--- config.mk ---
export PLATFORM = sky130hd
export DESIGN_NAME = ifu
export DESIGN_NICKNAME = d
export VERILOG_FILES = /design/src/rtl/ifu_pkg.sv /design/src/rtl/ifu.sv
export SDC_FILE = /design/constraint.sdc
export NUM_CORES = 1
export LEC_CHECK = 0
export BUFFER_PORTS_ARGS = -buffer_cell sky130_fd_sc_hd__clkbuf_2
export CAP_MARGIN = 20
export CORE_MARGIN = 3
export CORE_UTILIZATION = 50
export DETAILED_ROUTE_END_ITERATION = 8
export PLACE_DENSITY_LB_ADDON = 0.2
export RECOVER_POWER = 100
export SLEW_MARGIN = 5
export SYNTH_ARGS = -nofsm -noshare
export SYNTH_HDL_FRONTEND = slang
export SYNTH_SLANG_ARGS = --single-unit
--- constraint.sdc ---
create_clock -name clk -period 4.67 [get_ports clk]
set_input_delay 0.934 -clock clk [delete_from_list [all_inputs] [get_ports clk]]
set_output_delay 0.934 -clock clk [all_outputs]
set_load 0.02 [all_outputs]
--- src/rtl/ifu_pkg.sv ---
// Shared types and constants for the instruction fetch unit.
package ifu_pkg;

  typedef enum logic [1:0] {
    ST_REQ  = 2'd0,
    ST_WAIT = 2'd1,
    ST_HOLD = 2'd2,
    ST_HALT = 2'd3
  } fetch_state_t;

  localparam logic [31:0] RESET_PC_DEFAULT = 32'h8000_0000;
  localparam logic [31:0] INST_EBREAK      = 32'h0010_0073;
  localparam logic [31:0] NOP              = 32'h0000_0013;

endpackage

--- src/rtl/ifu.sv ---
// Instruction fetch unit: one outstanding imem request, one held word for decode,
// redirect from execute and a sticky halt that only reset clears.
module ifu
  import ifu_pkg::*;
#(
  parameter logic [31:0] RESET_PC = RESET_PC_DEFAULT,
  parameter int          XLEN     = 32
) (
  input  logic            clk,
  input  logic            rst,
  output logic            imem_req_valid,
  input  logic            imem_req_ready,
  output logic [XLEN-1:0] imem_req_addr,
  input  logic            imem_rsp_valid,
  input  logic [31:0]     imem_rsp_data,
  output logic            inst_valid,
  input  logic            inst_ready,
  output logic [31:0]     inst,
  output logic [XLEN-1:0] inst_pc,
  input  logic            redirect_valid,
  input  logic [XLEN-1:0] redirect_pc,
  input  logic            halt,
  output logic            halted
);

  fetch_state_t    state, state_nxt;
  logic [XLEN-1:0] pc, pc_nxt;
  logic            flush, flush_nxt;
  logic [31:0]     inst_reg, inst_reg_nxt;
  logic [XLEN-1:0] redir_target;

  assign redir_target = redirect_pc & ~XLEN'(3);

  always_ff @(posedge clk) begin
    if (rst) begin
      state    <= ST_REQ;
      pc       <= XLEN'(RESET_PC);
      flush    <= 1'b0;
      inst_reg <= '0;
    end else begin
      state    <= state_nxt;
      pc       <= pc_nxt;
      flush    <= flush_nxt;
      inst_reg <= inst_reg_nxt;
    end
  end

  always_comb begin
    state_nxt    = state;
    pc_nxt       = pc;
    flush_nxt    = flush;
    inst_reg_nxt = inst_reg;
    case (state)
      ST_REQ: begin
        if (redirect_valid) pc_nxt = redir_target;
        if (imem_req_ready) begin
          state_nxt = ST_WAIT;
          // A request issued in the redirect cycle carries the stale pc.
          flush_nxt = redirect_valid;
        end
      end
      ST_WAIT: begin
        if (redirect_valid) pc_nxt = redir_target;
        if (imem_rsp_valid) begin
          flush_nxt = 1'b0;
          if (flush || redirect_valid) begin
            state_nxt = ST_REQ;
          end else begin
            inst_reg_nxt = imem_rsp_data;
            state_nxt    = ST_HOLD;
          end
        end else if (redirect_valid) begin
          flush_nxt = 1'b1;
        end
      end
      ST_HOLD: begin
        // Priority: halt on handshake, then redirect, then sequential pc.
        if (inst_ready && halt) begin
          state_nxt = ST_HALT;
        end else if (inst_ready) begin
          state_nxt = ST_REQ;
          pc_nxt    = redirect_valid ? redir_target : pc + XLEN'(4);
        end else if (redirect_valid) begin
          state_nxt = ST_REQ;
          pc_nxt    = redir_target;
        end
      end
      default: begin
        state_nxt = ST_HALT;
      end
    endcase
  end

  assign imem_req_valid = !rst && (state == ST_REQ);
  assign imem_req_addr  = pc;
  assign inst_valid     = !rst && (state == ST_HOLD);
  assign inst           = inst_reg;
  assign inst_pc        = pc;
  assign halted         = (state == ST_HALT);

endmodule
==> results.py <==
metrics = {
    "status": {
        "outcome": "finished with violations",
        "violations": "max-capacitance violations, max-slew violations",
    },
    "routing": {
        "vias": 3900,
        "drt-pass1-iter-count": 8,
        "first_iter_violations": 268,
        "wire_per_inst_um": 15.4,
        "drt-total-wl_mm": 10.7,
        "postRouteAntennaNets": 0,
        "drc": 0,
        "viasPerCell": 5.62,
    },
    "cells_and_area": {
        "diodes": 0,
        "fin_nets": 666,
        "syn2layout_area_growth_pct": 20.6,
        "drive_gt1_share_pct": 16.4,
        "stdcell_count": 694,
        "layout_common_cells": "clkbuf_1 (103), nand2_1 (89), dfxtp_1 (67)",
        "fillers": 694,
        "layout_commonest_cell": "clkbuf_1",
    },
    "setup_path": {
        "crit_fanout": 43,
        "regToRegStartpoint": "state[1]",
        "regToRegSetupSlack_ns": 1.89,
        "crit_path_start_kind": "input pin",
        "cp.arrival_ns": 3.61,
        "cp.required_ns": 4.82,
        "path_class": "in -> reg",
        "r2r-end": "imem_req_addr[28]",
        "crit_path_end_kind": "flip-flop",
        "r2r_cells": 5,
    },
    "clock_tree": {
        "post_cts_buffers": 0,
        "htree_levels": 3,
        "cts_tree": "yes",
        "cts_resized": 0,
        "clkLatencyLatePin_ns": 0.35,
        "clock-sinks": 67,
        "cts-hold-fix-buffers": 0,
        "cts_root_buffer": "clkbuf_8",
        "cts_buffers": 9,
        "clk_pin_slew_ns": 0.08,
        "clock_path_buffers": 2,
    },
    "placement": {
        "dp.cells": 677,
        "hpwlAfterDp_mm": 7.38,
        "place_congestion": 0.890,
        "port_buffers": 167,
    },
    "yosys": {
        "syn_inst": 475,
        "synth.distinct_cells": 57,
        "syn_avg_cell_area_um2": 7.57,
        "ys_ff_latch": 67,
        "ys_seq_area_share_pct": 37.3,
        "synth-edff-count": 0,
        "async_flop_share_pct": 0,
        "yosys_warnings": 0,
        "synth_fp_nets": 547,
        "ys.flop_type": "dfxtp_1",
        "syn-cell-area_um2": 3600,
    },
    "power": {
        "total_power_uw": 1510,
        "p_leak_uw": 0.00158,
        "max-vdd-ir-drop_mv": 0.175,
        "powerDensity_nw_per_um2": 348,
    },
    "sta": {
        "final.setup.tns_ns": 0,
        "tightest_slew_ns": 1.92,
        "rsz0062_at_grt": "false",
        "fmax_mhz": 290,
        "hold_viol": 0,
        "setup_viol": 0,
        "finClkSkew_ns": 0.0101,
        "slew_viol_final": 44,
        "min_period_ns": 3.45,
        "slew_headroom_pct": -28.3,
        "period_share_pct": 73.9,
    },
    "floorplan": {
        "row_count": 30,
        "initial_utilization_pct": 52.4,
        "die-area_um2": 8250,
        "fp.dieH_um": 90.8,
        "core_area_um2": 6870,
        "die_x_um": 90.8,
        "boundaryPins": 170,
    },
    "worst_hold_path": {
        "hold_path.startpoint": "inst[17]",
        "holdPathEnd": "inst[17]",
        "min_path_type": "reg -> reg",
        "whs_path_depth": 2,
    },
    "global_route": {
        "overflow": 0,
        "grt_pass1_wl_mm": 16.9,
        "grt_max_degree": 44,
        "grt_use_total_pct": 24.7,
        "grt_pass1_vias": 3466,
        "antenna_found_initial": 0,
    },
    "flow_run": {
        "timing.max_cap.violations": 1,
    },
}
worst max-delay path: stages:
cell and delay [ns]:
clkbuf_1 0.97, clkbuf_1 1.45, o21ai_0 0.25
how the worst max path moves through the flow:
stage,startpoint,cells past startpoint,endpoint,slack [ns]
after floorplan,rst,3,inst_valid,1.97
after global placement,inst_ready,6,imem_req_addr[28],1.69
after detailed placement,inst_ready,6,imem_req_addr[28],1.65
after CTS,rst,3,inst_valid,1.93
after global routing,rst,3,imem_req_addr[25],1.00
final,rst,3,imem_req_addr[23],1.22
metal layers:
| layer | routed length [um] | track usage [%] | vias up |
|---|---|---|---|
| li1 | - | - | 1903 |
| met1 | 4540 | 31.8 | 1776 |
| met2 | 5090 | 40.7 | 200 |
| met3 | 904 | 5.67 | 21 |
| met4 | 137 | 8.42 | 0 |
| met5 | 0 | 0 | - |
where the power goes:
group          switching (uW)  leakage, uW  internal (uW)
clock network             228     0.000130            409
registers                43.1     0.000548            600
logic                     150     0.000907           79.6
synth_stat cells (3+ instances only):
master	n	area [um2]
nor3_1	14	70.1
a22o_1	3	26.3
nor3b_1	4	30.0
mux2i_1	4	40.0
nor2_1	38	143
inv_1	3	11.3
and3_1	4	25.0
buf_4	33	248
o22ai_1	6	37.5
a21oi_1	51	255
a21o_1	6	45.0
dfxtp_1	67	1340
nor4_1	9	56.3
clkbuf_1	27	101
nand3_1	18	90.1
o21ai_0	14	70.1
a22oi_1	9	67.6
a31oi_1	4	25.0
nand2_1	89	334
nand4_1	9	56.3
a31o_2	3	26.3
o211ai_1	3	22.5
or4_1	4	30.0
and2_1	4	25.0
a211oi_1	7	52.6
or2_2	5	31.3
logic make-up (layout without fill, tap and decap cells):
family	count (synthesis)	count (layout)	synth area share (%)
AO/OA/AOI/OAI	121	121	21.1
XOR/XNOR	1	1	0.244
adder cells (fa/ha/maj)	1	1	0.348
buffers and inverters	66	189	10.9
flip-flops	67	67	37.3
multiplexers	4	4	1.11
AND/OR/NAND/NOR	215	215	29.0
stage by stage:
step	util (%)	hold WS [ns]	cell area, um2	setup slack, ns
finish	63.2	0.456	4340	1.22
detailed placement	61.0	0.446	4190	1.65
floorplan	-	0.484	3600	1.97
global placement	61.0	0.441	4190	1.69
global route	63.2	0.475	4340	1.00
CTS	64.8	0.457	4450	1.93
area by class of cell:
cell class	count	area, um2	share of cell area (%)
well taps	96	120	2.77
clock buffers	9	124	2.85
multi-input cells	342	1870	43.0
clock inverters	6	138	3.17
flip-flops and latches	67	1340	30.9
inverters	3	11.3	0.260
repair buffers	171	739	17.0
No activity file was read; power rests on OpenSTA's default activity.
